## src/rtl/uart_pkg.sv

```systemverilog
// uart_pkg: shared FSM states, idle line level and accumulator sizing for the buffered UART transmitter
package uart_pkg;
    typedef enum logic [2:0] {IDLE, START, DATA, PARITY, STOP} uart_state_e;
    localparam logic UART_IDLE_LVL = 1'b1;
    function automatic int acc_width(input int clk_hz);
        return $clog2(clk_hz) + 1;
    endfunction
endpackage

```

## src/rtl/uart_sync_fifo.sv

```systemverilog
// uart_sync_fifo: single-clock FIFO with registered level/full/empty and first-word read data
module uart_sync_fifo #(
    parameter int DEPTH = 16,
    parameter int WIDTH = 8
) (
    input  logic                    clk_i,
    input  logic                    rst_i,
    input  logic                    push_i,
    input  logic [WIDTH-1:0]        data_i,
    input  logic                    pop_i,
    output logic [WIDTH-1:0]        data_o,
    output logic [$clog2(DEPTH):0]  level_o,
    output logic                    full_o,
    output logic                    empty_o
);
    localparam int AW = $clog2(DEPTH);
    localparam logic [AW:0] FULL_LVL = DEPTH[AW:0];
    logic [WIDTH-1:0] mem_q [DEPTH];
    logic [AW:0] wr_ptr_q, rd_ptr_q, wr_ptr_d, rd_ptr_d, level_d;
    logic do_push, do_pop;
    assign do_push = push_i && !full_o;
    assign do_pop = pop_i && !empty_o;
    assign wr_ptr_d = wr_ptr_q + {{AW{1'b0}}, do_push};
    assign rd_ptr_d = rd_ptr_q + {{AW{1'b0}}, do_pop};
    assign level_d = wr_ptr_d - rd_ptr_d;
    assign data_o = mem_q[rd_ptr_q[AW-1:0]];
    // Pointers carry one extra bit so a full FIFO is distinguishable from an empty one
    always_ff @(posedge clk_i) begin
        if (rst_i) begin
            wr_ptr_q <= '0;
            rd_ptr_q <= '0;
            level_o <= '0;
            full_o <= 1'b0;
            empty_o <= 1'b1;
        end else begin
            wr_ptr_q <= wr_ptr_d;
            rd_ptr_q <= rd_ptr_d;
            level_o <= level_d;
            full_o <= level_d == FULL_LVL;
            empty_o <= level_d == '0;
        end
    end
    // Storage needs no reset: an entry is only read after it has been written
    always_ff @(posedge clk_i) begin
        if (do_push) mem_q[wr_ptr_q[AW-1:0]] <= data_i;
    end
endmodule

```

## src/rtl/uart_tx_fifo.sv

```systemverilog
// uart_tx_fifo: FIFO-buffered UART transmitter; define UART_TX_PARITY_EN to add a parity bit
module uart_tx_fifo
    import uart_pkg::*;
#(
    parameter int CLK_HZ     = 100000000,
    parameter int BAUD       = 115200,
    parameter int DATA_BITS  = 8,
    parameter int STOP_BITS  = 1,
    parameter int FIFO_DEPTH = 16,
    parameter int PARITY_ODD = 0
) (
    input  logic                         sys_clk_i,
    input  logic                         sys_rst_i,
    input  logic                         tx_valid_i,
    input  logic [DATA_BITS-1:0]         tx_data_i,
    output logic                         tx_ready_o,
    output logic                         uart_tx_o,
    output logic                         busy_o,
    output logic [$clog2(FIFO_DEPTH):0]  fifo_level_o
);
    if (DATA_BITS < 5 || DATA_BITS > 9) begin : g_bad_data_bits
        $error("DATA_BITS must be 5..9");
    end
    if (STOP_BITS < 1 || STOP_BITS > 2) begin : g_bad_stop_bits
        $error("STOP_BITS must be 1 or 2");
    end
    if (FIFO_DEPTH < 2 || (FIFO_DEPTH & (FIFO_DEPTH - 1)) != 0) begin : g_bad_depth
        $error("FIFO_DEPTH must be a power of 2, at least 2");
    end
    if (2 * BAUD >= CLK_HZ) begin : g_bad_baud
        $error("BAUD must be below CLK_HZ/2");
    end
    if (PARITY_ODD < 0 || PARITY_ODD > 1) begin : g_bad_parity
        $error("PARITY_ODD must be 0 or 1");
    end
    localparam int ACC_W = acc_width(CLK_HZ);
    localparam logic [ACC_W-1:0] ACC_INC = ACC_W'(BAUD);
    localparam logic [ACC_W-1:0] ACC_MOD = ACC_W'(CLK_HZ);
    localparam logic [3:0] LAST_BIT = 4'(DATA_BITS - 1);
    localparam logic LAST_STOP = 1'(STOP_BITS - 1);
    logic [ACC_W-1:0] acc_q, acc_sum, acc_d;
    logic tick, pop, fifo_full, fifo_empty;
    logic [DATA_BITS-1:0] fifo_data, shift_q;
    logic [3:0] bit_cnt_q;
    logic stop_cnt_q, tx_q, busy_q;
    uart_state_e state_q;
`ifdef UART_TX_PARITY_EN
    logic par_q;
`endif
    assign acc_sum = acc_q + ACC_INC;
    assign tick = acc_sum >= ACC_MOD;
    assign acc_d = tick ? acc_sum - ACC_MOD : acc_sum;
    assign pop = tick && !fifo_empty && (state_q == IDLE || (state_q == STOP && stop_cnt_q == LAST_STOP));
    assign tx_ready_o = !fifo_full;
    assign uart_tx_o = tx_q;
    assign busy_o = busy_q;
    uart_sync_fifo #(.DEPTH(FIFO_DEPTH), .WIDTH(DATA_BITS)) u_fifo (
        .clk_i   (sys_clk_i),
        .rst_i   (sys_rst_i),
        .push_i  (tx_valid_i),
        .data_i  (tx_data_i),
        .pop_i   (pop),
        .data_o  (fifo_data),
        .level_o (fifo_level_o),
        .full_o  (fifo_full),
        .empty_o (fifo_empty)
    );
    // Fractional baud accumulator: wrapping by CLK_HZ makes ticks average exactly BAUD per second
    always_ff @(posedge sys_clk_i) begin
        acc_q <= sys_rst_i ? '0 : acc_d;
    end
    // Frame sequencer: advances only on ticks, so every line transition lands in the cycle after a tick
    always_ff @(posedge sys_clk_i) begin
        if (sys_rst_i) begin
            state_q <= IDLE;
            tx_q <= UART_IDLE_LVL;
            shift_q <= '0;
            bit_cnt_q <= '0;
            stop_cnt_q <= 1'b0;
            busy_q <= 1'b0;
`ifdef UART_TX_PARITY_EN
            par_q <= 1'b0;
`endif
        end else begin
            busy_q <= state_q != IDLE || !fifo_empty;
            if (pop) begin
                shift_q <= fifo_data;
                tx_q <= 1'b0;
                state_q <= START;
`ifdef UART_TX_PARITY_EN
                par_q <= ^fifo_data ^ PARITY_ODD[0];
`endif
            end else if (tick) begin
                case (state_q)
                    START: begin
                        tx_q <= shift_q[0];
                        bit_cnt_q <= '0;
                        state_q <= DATA;
                    end
                    DATA: begin
                        shift_q <= shift_q >> 1;
                        if (bit_cnt_q == LAST_BIT) begin
                            stop_cnt_q <= 1'b0;
`ifdef UART_TX_PARITY_EN
                            tx_q <= par_q;
                            state_q <= PARITY;
`else
                            tx_q <= UART_IDLE_LVL;
                            state_q <= STOP;
`endif
                        end else begin
                            tx_q <= shift_q[1];
                            bit_cnt_q <= bit_cnt_q + 4'd1;
                        end
                    end
                    PARITY: begin
                        tx_q <= UART_IDLE_LVL;
                        stop_cnt_q <= 1'b0;
                        state_q <= STOP;
                    end
                    STOP: begin
                        if (stop_cnt_q == LAST_STOP) state_q <= IDLE;
                        else stop_cnt_q <= stop_cnt_q + 1'b1;
                    end
                    default: begin
                        tx_q <= UART_IDLE_LVL;
                        state_q <= IDLE;
                    end
                endcase
            end
        end
    end
endmodule
```

## config.mk

```make
export PLATFORM = sky130hd
export DESIGN_NAME = uart_tx_fifo
export DESIGN_NICKNAME = d
export VERILOG_FILES = /design/src/rtl/uart_pkg.sv /design/src/rtl/uart_sync_fifo.sv /design/src/rtl/uart_tx_fifo.sv
export SDC_FILE = /design/constraint.sdc
export NUM_CORES = 1
export LEC_CHECK = 0
export ABC_AREA = 1
export BUFFER_PORTS_ARGS = -buffer_cell sky130_fd_sc_hd__buf_2
export CAP_MARGIN = 25
export CORE_AREA = 4 4 120 122
export CTS_BUF_LIST = sky130_fd_sc_hd__clkbuf_4
export CTS_CLUSTER_SIZE = 25
export DETAILED_ROUTE_END_ITERATION = 10
export DIE_AREA = 0 0 124 126
export GPL_TIMING_DRIVEN = 1
export PLACE_DENSITY = 0.9
export SLEW_MARGIN = 20
export SYNTH_ARGS = -nofsm -noshare
export SYNTH_HDL_FRONTEND = slang
export SYNTH_SLANG_ARGS = --single-unit
```

## constraint.sdc

```tcl
create_clock -name sys_clk_i -period 4.02 [get_ports sys_clk_i]
set_input_delay 0.804 -clock sys_clk_i [delete_from_list [all_inputs] [get_ports sys_clk_i]]
set_output_delay 0.804 -clock sys_clk_i [all_outputs]
set_load 0.005 [all_outputs]
```

After elaboration in Yosys (flattened, before gate mapping)
Memory sizes are Yosys's and may differ from the RTL's. A register that Yosys moved wholly into a read port is not among the register bits. Index checks and enable logic that the tools add are counted.

Flip-flop bits (word level): 63. Bits in writable memories: 128. Output and inout port bits: 8. Logic and storage cells: 80. Memories kept: 1.

Add/sub/neg operators: 7. Order comparisons: 1. Eq/ne operators: 12. Multiplexer cells: 21. Bitwise logic cells: 2. Reductions and logical operators: 23.

Memory list: u_fifo.mem_q (words 16, bits a word 8, read ports 1, clocked after Yosys merged registers in 1, wr ports 1, line uart_sync_fifo.sv:18) `logic [WIDTH-1:0] mem_q [DEPTH];`.

Operator list (count): 28-bit by 17-bit adder with 28-bit output (second input constant) (1); 28-bit by 27-bit greater-or-equal comparator with 1-bit output (second input constant) (1); 28-bit two-way mux (1); 28-bit by 27-bit subtractor with 28-bit output (second input constant) (1); 8-bit two-way mux (3); 3-bit one-hot mux with 4 select lines (1); 5-bit by 1-bit adder with 5-bit output (2); 1-bit two-way mux (9); 4-bit two-way mux (2); 4-bit one-hot mux with 2 select lines (1); 4-bit AND reduction (2); 3-bit by 2-bit equality test with 1-bit output (second input constant) (2); 3-bit two-way mux (2); 2-bit inequality test (second input constant) (3); 3-bit by 2-bit inequality test with 1-bit output (second input constant) (2); 1-bit one-hot mux with 3 select lines (2); 3-bit AND reduction (2); 2-bit nonzero test (3); 3-bit nonzero test (2); 5-bit equality test (second input constant) (1); 1-bit logical AND (5); 5-bit zero test (1); 5-bit subtractor (1); 4-bit by 1-bit adder with 4-bit output (second input constant) (1); 11 further kinds (15).

Longest topological paths before layout
Gate-level depths: netlist (run 1).

Word-level depth: 8. Gate-level depth with buffers: 27. Depth with buffers taken out: 26.

By module
From an unflattened synthesis (run 1), not the netlist that was laid out.

Cell total of the unflattened synthesis: 908. Area, all modules: 8549.4 sq um.

By module, submodules not included: uart_sync_fifo (times used 1, cells each 495, area each 5950.7 sq um); uart_tx_fifo (times used 1, cells each 413, area each 2598.7 sq um).

Worst setup path before layout (run 1)
Ideal clock, no wire load.

Path type: reg2reg. Start point: reg acc_q[9]. End point: reg u_fifo.empty_o. Data arrival time: 3.413 ns. Required time: 3.946 ns. Setup slack: 0.533 ns. Cell stages (with the launch flop): 24. Buffers on the path: 1. Cell sequence: dfxtp_1 -> ha_1 -> nand4_1 -> nand2_2 -> nand2_1 -> xor2_1 -> nor2_4 -> nand2_1 -> nor2_2 -> nand2_2 -> nand2_8 -> nand2_4 -> buf_6 -> inv_1 -> ha_1 -> ha_1 -> inv_1 -> ha_1 -> inv_1 -> nor2_1 -> o31ai_1 -> xor2_1 -> nand4_1 -> o21ai_0.

Longest elaborated chain between the ends: 8.

Ends and longest elaborated chain: from (decl) (line uart_tx_fifo.sv:41) `logic [ACC_W-1:0] acc_q, acc_sum, acc_d;`; from (signal assigned) (line uart_tx_fifo.sv:70) `acc_q <= sys_rst_i ? '0 : acc_d;`; 28-bit by 17-bit adder with 28-bit output (line uart_tx_fifo.sv:50) `assign acc_sum = acc_q + ACC_INC;`; 28-bit by 27-bit greater-or-equal comparator with 1-bit output (line uart_tx_fifo.sv:51) `assign tick = acc_sum >= ACC_MOD;`; 1-bit logical AND (2 in series) (line uart_tx_fifo.sv:53) `assign pop = tick && !fifo_empty && (state_q == IDLE || (state_q == STOP && stop_cnt_q == LAST_STOP));`; 1-bit logical AND (line uart_sync_fifo.sv:22) `assign do_pop = pop_i && !empty_o;`; 5-bit by 1-bit adder with 5-bit output (line uart_sync_fifo.sv:24) `assign rd_ptr_d = rd_ptr_q + {{AW{1'b0}}, do_pop};`; named net u_fifo.rd_ptr_d[1] (line uart_sync_fifo.sv:19) `logic [AW:0] wr_ptr_q, rd_ptr_q, wr_ptr_d, rd_ptr_d, level_d;`; 5-bit subtractor (line uart_sync_fifo.sv:25) `assign level_d = wr_ptr_d - rd_ptr_d;`; 5-bit zero test (line uart_sync_fifo.sv:40) `empty_o <= level_d == '0;`; to (signal assigned) (line uart_sync_fifo.sv:34) `empty_o <= 1'b1;`; to (signal assigned) (line uart_sync_fifo.sv:40); to (decl) (line uart_sync_fifo.sv:14) `output logic empty_o`.

The timed path passes the listed nets, and every way through them passes these cells. A chain may end at the register's enable or synchronous reset.

Worst setup path in the final report (run 1)
Same ends and word-level chain as after synthesis.

==> results of run 1 <==
## worst reg2reg max path: stages, from the launching register on
cell and delay, ns:
sky130_fd_sc_hd__dfxtp_4 0.40, sky130_fd_sc_hd__ha_2 0.21, sky130_fd_sc_hd__nand4_1 0.15, sky130_fd_sc_hd__nand2_2 0.20, sky130_fd_sc_hd__nand2_1 0.08, sky130_fd_sc_hd__xor2_1 0.30, sky130_fd_sc_hd__nor2_4 0.06, sky130_fd_sc_hd__nand2_1 0.08
sky130_fd_sc_hd__nor2_2 0.04, sky130_fd_sc_hd__nand2_2 0.13, sky130_fd_sc_hd__nand2_8 0.06, sky130_fd_sc_hd__nand2_4 0.12, sky130_fd_sc_hd__inv_1 0.06, sky130_fd_sc_hd__ha_1 0.19, sky130_fd_sc_hd__ha_1 0.32, sky130_fd_sc_hd__inv_1 0.07
sky130_fd_sc_hd__ha_1 0.29, sky130_fd_sc_hd__inv_1 0.06, sky130_fd_sc_hd__nor2_1 0.04, sky130_fd_sc_hd__o31ai_2 0.25, sky130_fd_sc_hd__xor2_1 0.27, sky130_fd_sc_hd__nand4_1 0.19, sky130_fd_sc_hd__o21ai_1 0.16
## cell usage after synthesis, drive strengths merged, types with 12 or more instances
cell type  count  area share, %
a21oi         63            3.7
buf           12            1.1
clkbuf        20           0.89
dfxtp         54             13
edfxtp       128             45
ha            12            1.8
inv          119            5.3
mux2i         31            3.7
nand2        136            6.6
nand3         67            4.1
nor2          98            4.6
o211ai        28            2.5
o21ai         65            3.8
## path summary, 6_finish.rpt
| check | from | endpoint | slack [ns] |
|---|---|---|---|
| max | acc_q[9] | u_fifo.empty_o | 0.18 |
| min | state_q[2] | state_q[2] | 0.51 |
| max reg2reg | acc_q[9] | u_fifo.empty_o | 0.18 |
| min reg2reg | state_q[2] | state_q[2] | 0.51 |
## cell type report
| cell class | count | area, um^2 | share of cell area (%) |
|---|---|---|---|
| antenna | 1 | 2.50 | 0.0277 |
| clock buffer | 21 | 158 | 1.74 |
| clock inverter | 11 | 158 | 1.74 |
| inverter | 122 | 458 | 5.07 |
| multi-input combinational | 540 | 2950 | 32.6 |
| sequential | 182 | 4930 | 54.6 |
| tap | 176 | 220 | 2.44 |
| timing repair buffer | 28 | 165 | 1.83 |
## sequential cells by signal, indices dropped and copies added, names as in the netlist
name and cells:
uart_tx_o 1, shift_q 8, u_fifo.level_o 5, busy_o 1, u_fifo.wr_ptr_q 5, state_q 3, u_fifo.rd_ptr_q 5, acc_q 20
u_fifo.mem_q 128, bit_cnt_q 4, u_fifo.full_o 1, u_fifo.empty_o 1
## metrics by stage
step / std cells / util (%) / setup TNS [ns]
finish: 1081 / 68.5 / 0
global route: 1081 / 68.5 / -0.245
CTS: 1076 / 68.1 / 0
detailed placement: 1044 / 65.7 / 0
global placement: 1044 / 65.7 / 0
floorplan: 876 / - / 0
## cell usage in the layout (no fill, tap or decap), types with 2 or more instances in the layout
| cell type | Yosys | layout |
|---|---|---|
| sky130_fd_sc_hd__nor2_2 | 7 | 8 |
| sky130_fd_sc_hd__clkbuf_4 | 0 | 21 |
| sky130_fd_sc_hd__nand4_1 | 9 | 9 |
| sky130_fd_sc_hd__o211ai_1 | 28 | 28 |
| sky130_fd_sc_hd__buf_4 | 1 | 10 |
| sky130_fd_sc_hd__inv_2 | 5 | 6 |
| sky130_fd_sc_hd__xor2_1 | 11 | 10 |
| sky130_fd_sc_hd__nand3_1 | 65 | 65 |
| sky130_fd_sc_hd__o21ai_0 | 60 | 58 |
| sky130_fd_sc_hd__inv_1 | 114 | 113 |
| sky130_fd_sc_hd__dfxtp_4 | 0 | 2 |
| sky130_fd_sc_hd__clkinv_1 | 3 | 7 |
| sky130_fd_sc_hd__nand3b_1 | 3 | 3 |
| sky130_fd_sc_hd__nand3_2 | 2 | 2 |
| sky130_fd_sc_hd__nand2_1 | 123 | 121 |
| sky130_fd_sc_hd__o21ai_1 | 5 | 7 |
| sky130_fd_sc_hd__a21oi_1 | 63 | 63 |
| sky130_fd_sc_hd__o22ai_1 | 2 | 2 |
| sky130_fd_sc_hd__nand2_2 | 11 | 13 |
| sky130_fd_sc_hd__mux2i_1 | 31 | 31 |
| sky130_fd_sc_hd__nor3_1 | 4 | 4 |
| sky130_fd_sc_hd__xnor2_1 | 2 | 2 |
| sky130_fd_sc_hd__ha_1 | 12 | 11 |
| sky130_fd_sc_hd__edfxtp_1 | 128 | 128 |
| sky130_fd_sc_hd__clkinv_4 | 0 | 2 |
| sky130_fd_sc_hd__buf_2 | 3 | 18 |
| sky130_fd_sc_hd__bufinv_16 | 0 | 4 |
| sky130_fd_sc_hd__nor2_1 | 90 | 89 |
| sky130_fd_sc_hd__dfxtp_1 | 54 | 51 |
## kinds of logic (layout without fill, tap and decap cells)
kind of cell    count (synthesis)  in the layout  share of synthesized area, %
simple gates                  320            320                          16.8
flops                         182            182                          58.1
compound gates                162            162                          10.6
buf+inv                       154            182                          7.35
mux                            32             32                          3.80
fa+ha+maj                      13             13                          2.01
xor+xnor                       13             13                          1.34
other cells                     0              1                             0
## power breakdown
group | total, mW | leakage (nW) | switching [mW] | internal, mW
sequential | 2.06 | 1.60 | 0.0219 | 2.04
clock | 1.10 | 0.172 | 0.586 | 0.515
combinational | 0.240 | 1.63 | 0.170 | 0.0703
## layer usage
metal	global-route usage, %	vias up	part of all wire, %
met5	0	-	0
met4	11.6	0	3.3
met3	4.08	54	7.4
met2	41.2	340	51
met1	30.7	2944	38
li1	-	3010	-
## timing repair
item / in CTS / in global routing
gates resized for setup: 0 / 12
endpoints found under the setup margin: 0 / 4
hold endpoints to repair: 0 / 0
buffers inserted: 0 / 4
==> load_flow_metrics.sql, run 1 <==
INSERT INTO impl_metrics (metric_group, metric, value, unit) VALUES
('detailed_routing', 'post-route-drc-count', '0', ''),
('worst_setup_path', 'ff2ff_path_depth', '22', ''),
('global_route', 'grt_antenna_before_repair', '1', ''),
('worst_setup_path', 'critPathCaptureType', 'flop', ''),
('worst_setup_path', 'critical_path_peak_fanout', '11', ''),
('detailed_routing', 'drt-vias-per-instance', '5.87', ''),
('sta', 'final_max_slew_viol_count', '0', ''),
('min_path', 'min_path_type', 'flop to flop', ''),
('sta', 'maximum_frequency_from_static_timing_analysis', '260', 'MHz'),
('placed_design', 'dp_worst_setup_slack', '0.172', 'ns'),
('synth', 'netlist_instances', '876', ''),
('clock_tree', 'max-clock-path-buffers', '2', ''),
('detailed_routing', 'postRouteWirelength', '18.4', 'mm'),
('placed_design', 'numPortBuffers', '18', ''),
('status', 'run_status', 'complete, no violations', ''),
('floorplan', 'die_h', '126', 'um'),
('synth', 'synth_seq_area_share', '58.1', '%'),
('sta', 'slew-limit-headroom', '39.4', '%'),
('worst_setup_path', 'worstPathBufferInverterCount', '3', ''),
('clock_tree', 'clkLatencyLatePin', '0.57', 'ns'),
('finish', 'final_net_count', '915', ''),
('clock_tree', 'clk_pin_slew_worst_paths', '0.14', 'ns'),
('sta', 'finalSetupViolations', '0', ''),
('synth', 'synth_cell_type_count', '40', ''),
('placed_design', 'placement.cell_area', '8670', 'um^2'),
('worst_setup_path', 'critPathKind', 'flop to flop', ''),
('synth', 'asyncSetResetFlopFracSynth', '0', '%'),
('sta', 'tightest_slew', '0.906', 'ns'),
('sta', 'period_minus_slack', '3.84', 'ns'),
('power', 'power_leakage', '3.40', 'nW'),
('sta', 'hold-worst-slack', '0.512', 'ns'),
('clock_tree', 'cts_hold_buf', '0', ''),
('placed_design', 'dp_hpwl', '12.1', 'mm'),
('clock_tree', 'numClockSinks', '182', ''),
('power', 'p_per_area', '376', 'nW/um^2'),
('synth', 'postSynthNetCount', '900', ''),
('floorplan', 'dieWidth', '124', 'um'),
('detailed_routing', 'wl_per_cell', '17.0', 'um'),
('sta', 'clk_skew', '0.0209', 'ns'),
('synth', 'avgSynthCellArea', '9.67', 'um^2'),
('sta', 'period_share', '95.6', '%'),
('finish', 'num-fill-cells', '901', ''),
('synth', 'synth_edf_count', '128', ''),
('detailed_routing', 'via_count', '6348', ''),
('worst_setup_path', 'crit_cells', '22', ''),
('synth', 'synth.yosys.warnings', '0', ''),
('global_route', 'groute.usage.overall', '24.5', '%'),
('worst_setup_path', 'critical_path_required', '4.50', 'ns'),
('worst_setup_path', 'cp_slowest_stage_delay', '0.40', 'ns'),
('finish', 'finalInstanceArea', '9040', 'um^2'),
('global_route', 'globalRoute.totalOverflow', '0', ''),
('clock_tree', 'cts-buffers-inserted', '17', ''),
('sta', 'post-route-worst-setup-slack', '0.178', 'ns'),
('detailed_routing', 'drt_first_iter_violations', '599', ''),
('floorplan', 'core_region_area', '13200', 'um^2'),
('finish', 'flow.area_growth_from_synthesis', '6.72', '%'),
('floorplan', 'die_area', '15600', 'um^2'),
('synth', 'synth.cell_area', '8470', 'um^2'),
('clock_tree', 'clock-root-buffer', 'sky130_fd_sc_hd__clkbuf_4', ''),
('run', 'drv.max_cap_violation_count', '0', ''),
('worst_setup_path', 'worst_setup_path_start_kind', 'flop', ''),
('global_route', 'grt_pass1_vias', '6095', ''),
('global_route', 'grt_first_pass_wirelength', '29.6', 'mm'),
('synth', 'synth.ff_latch_count', '182', ''),
('detailed_routing', 'drt.antenna.violating_nets', '0', ''),
('worst_setup_path', 'critPathSlowestCell', 'sky130_fd_sc_hd__dfxtp_4', ''),
('sta', 'hold_viol_final', '0', ''),
('detailed_routing', 'first_pass_detailed_route_iteration_total', '5', ''),
('floorplan', 'initial_core_util', '64.2', '%'),
('min_path', 'worst_hold_path.num_cells', '2', ''),
('clock_tree', 'clock_tree_from_tritoncts', 'done', '');
Power figures use the tool's default switching activity.
==> inputs of run 2 (changes only) <==
- CORE_AREA: 4 4 120 122 -> 4 4 143 145
- DIE_AREA: 0 0 124 126 -> 0 0 147 149
- PLACE_DENSITY: 0.9 -> 0.69
==> run 2 against run 1 <==
Against the previous run:
- fmax grew 2.7%
- first-iteration DRC count decreased by 24%
- global-route usage decreased by 8.7 points
- via count fell by 6.5%
- combinational power shrank 5%
- routed wire length is 8.8% lower
- clock power is 8% lower
- worst hold slack improved by 0.0087 ns
- largest cell class unchanged
==> load_flow_metrics.sql, run 2 (same netlist as run 1, synthesis figures left out) <==
INSERT INTO impl_metrics (metric_group, metric, value, unit) VALUES
('status', 'run_status', 'complete, no violations', ''),
('sta', 'period_share', '93.1', '%'),
('sta', 'period_minus_slack', '3.74', 'ns'),
('worst_setup_path', 'critPathTopFamily', 'simple AND/OR/NAND/NOR gates', ''),
('floorplan', 'initial_core_util', '44.1', '%'),
('power', 'power_leakage', '3.37', 'nW'),
('floorplan', 'floorplan.rows', '51', ''),
('sta', 'finalSetupViolations', '0', ''),
('finish', 'utilization', '47.4', '%'),
('worst_setup_path', 'worstPathBufferInverterCount', '6', ''),
('finish', 'largest_reg_flops', '128', ''),
('sta', 'hold_viol_final', '0', ''),
('placed_design', 'placement.cell_area', '8780', 'um^2'),
('worst_setup_path', 'critical_path_peak_fanout', '11', ''),
('sta', 'tightest_slew', '0.802', 'ns'),
('global_route', 'grt_pass1_vias', '5526', ''),
('global_route', 'globalRouteMet3Util', '3.83', '%'),
('detailed_routing', 'post-route-drc-count', '0', ''),
('detailed_routing', 'drt.antenna.violating_nets', '0', ''),
('finish', 'flow.area_growth_from_synthesis', '7.35', '%'),
('detailed_routing', 'via_count', '5935', ''),
('floorplan', 'design.portCount', '19', ''),
('sta', 'post-route-worst-setup-slack', '0.279', 'ns'),
('clock_tree', 'clock_tree.htree_level_count', '4', ''),
('clock_tree', 'clock_tree_from_tritoncts', 'done', ''),
('sta', 'final_max_slew_viol_count', '0', ''),
('worst_setup_path', 'worst-endpoint-arrival', '4.22', 'ns'),
('global_route', 'grt_antenna_before_repair', '1', ''),
('sta', 'slew-limit-headroom', '46.4', '%'),
('floorplan', 'die_area', '21900', 'um^2'),
('worst_setup_path', 'critPathKind', 'flop to flop', ''),
('worst_setup_path', 'regToRegSetupSlack', '0.28', 'ns'),
('finish', 'final_net_count', '912', ''),
('sta', 'clk_skew', '0.0152', 'ns'),
('global_route', 'groute.usage.overall', '15.8', '%'),
('global_route', 'globalRouteMet1Util', '20.9', '%'),
('clock_tree', 'max-clock-path-buffers', '2', ''),
('global_route', 'globalRoute.totalOverflow', '0', ''),
('placed_design', 'numPortBuffers', '18', ''),
('clock_tree', 'clock-root-buffer', 'sky130_fd_sc_hd__clkbuf_4', ''),
('floorplan', 'die_h', '149', 'um'),
('detailed_routing', 'postRouteWirelength', '16.8', 'mm'),
('worst_setup_path', 'critPathCaptureType', 'flop', ''),
('finish', 'final_cell_mix', 'sky130_fd_sc_hd__edfxtp_1 (128), sky130_fd_sc_hd__nand2_1 (123), sky130_fd_sc_hd__inv_1 (114)', ''),
('worst_setup_path', 'ff2ff_path_depth', '25', ''),
('worst_setup_path', 'cp_slowest_stage_delay', '0.41', 'ns'),
('sta', 'maximum_frequency_from_static_timing_analysis', '267', 'MHz'),
('placed_design', 'dp_hpwl', '11.5', 'mm'),
('placed_design', 'routability_congestion', '0.892', ''),
('min_path', 'min_to', 'bit_cnt_q[1]', ''),
('finish', 'layout-drive-gt1-share', '10.3', '%'),
('run', 'drv.max_cap_violation_count', '0', ''),
('sta', 'hold-worst-slack', '0.520', 'ns'),
('clock_tree', 'numClockSinks', '182', ''),
('min_path', 'worst_hold_path.num_cells', '2', ''),
('floorplan', 'core_region_area', '19200', 'um^2'),
('global_route', 'met2_track_demand_over_resource', '26.1', '%'),
('worst_setup_path', 'r2r_endpoint', 'u_fifo.empty_o', ''),
('detailed_routing', 'drt_first_iter_violations', '453', ''),
('power', 'power', '3.29', 'mW'),
('clock_tree', 'cts-buffers-inserted', '17', ''),
('placed_design', 'dp_worst_setup_slack', '0.238', 'ns'),
('worst_setup_path', 'worst_r2r_startpoint', 'acc_q[9]', ''),
('global_route', 'grt_first_pass_wirelength', '27.4', 'mm'),
('power', 'vdd.ir_drop.worst', '0.000296', 'V'),
('clock_tree', 'clkLatencyLatePin', '0.56', 'ns'),
('finish', 'commonest_non_fill_non_tap_cell_in_the_layout', 'sky130_fd_sc_hd__edfxtp_1', ''),
('finish', 'finalInstanceArea', '9090', 'um^2'),
('clock_tree', 'clk_pin_slew_worst_paths', '0.16', 'ns'),
('power', 'p_per_area', '362', 'nW/um^2'),
('detailed_routing', 'first_pass_detailed_route_iteration_total', '5', ''),
('worst_setup_path', 'timing.critical_path.from', 'acc_q[9]', ''),
('min_path', 'min_path_type', 'flop to flop', ''),
('worst_setup_path', 'worst_setup_path_start_kind', 'flop', ''),
('global_route', 'grt_start_max_net_pins', '46', ''),
('floorplan', 'dieWidth', '147', 'um'),
('min_path', 'hp-start', 'bit_cnt_q[1]', ''),
('detailed_routing', 'drt-vias-per-instance', '5.07', ''),
('finish', 'num-fill-cells', '1782', ''),
('worst_setup_path', 'critPathSlowestCell', 'sky130_fd_sc_hd__dfxtp_4', ''),
('worst_setup_path', 'critical_path_required', '4.50', 'ns'),
('detailed_routing', 'wl_per_cell', '14.3', 'um'),
('global_route', 'busiest_layer', 'met2', '');
run 2: cell types whose count changed in the layout (fill, tap and decap cells not counted), moves of 3 or more:
cell / delta
sky130_fd_sc_hd__buf_4: -3
sky130_fd_sc_hd__inv_8: +5
sky130_fd_sc_hd__diode_2: +4
sky130_fd_sc_hd__clkbuf_4: -4
sky130_fd_sc_hd__bufinv_16: -3
sky130_fd_sc_hd__clkinv_1: -4
sky130_fd_sc_hd__inv_6: +4
run 2: cell type report:
class                      count  area [um^2]  area share [%]
inverter                     122          458            5.04
timing repair buffer          25          143            1.57
sequential                   182         4930            54.2
multi-input combinational    540         2930            32.2
clock buffer                  17          128            1.40
antenna                        5         12.5           0.138
tap                          265          332            3.65
clock inverter                14          158            1.73
run 2: where the power goes:
part | switching, mW | leakage, nW | internal [mW] | total (mW)
logic | 0.162 | 1.62 | 0.0650 | 0.227
registers | 0.0196 | 1.60 | 2.04 | 2.06
clock network | 0.675 | 0.152 | 0.336 | 1.01
run 2: worst max-delay path by stage:
stage / slack (ns) / endpoint / depth (start not counted)
floorplan: 0.53 / u_fifo.empty_o / 23
global placement: 0.39 / u_fifo.empty_o / 24
detailed placement: 0.24 / u_fifo.empty_o / 24
CTS: 0.20 / u_fifo.empty_o / 24
global route: -0.05 / u_fifo.empty_o / 25
finish: 0.28 / u_fifo.empty_o / 25
run 2: what timing repair did:
item                       in CTS  in global routing
buffers inserted                0                  1
setup endpoints to repair       0                  4
resized for setup               0                  5
hold buffers                    0                  0
run 2: tightest hold or removal path, delay by kind of cell (launching register included):
family        cells  cell delay, ns
simple gates      2            0.15
flops             1            0.35
run 2: stage by stage:
stage / setup TNS (ns) / cells
final: 0 / 1170
after global routing: -0.0452 / 1170
after CTS: 0 / 1164
after detailed placement: 0 / 1133
after global placement: 0 / 1133
after floorplan: 0 / 876
run 2: layer usage:
| layer | wire [um] | vias up |
|---|---|---|
| li1 | - | 3002 |
| met1 | 7750 | 2797 |
| met2 | 7920 | 118 |
| met3 | 832 | 18 |
| met4 | 262 | 0 |
| met5 | 0 | - |
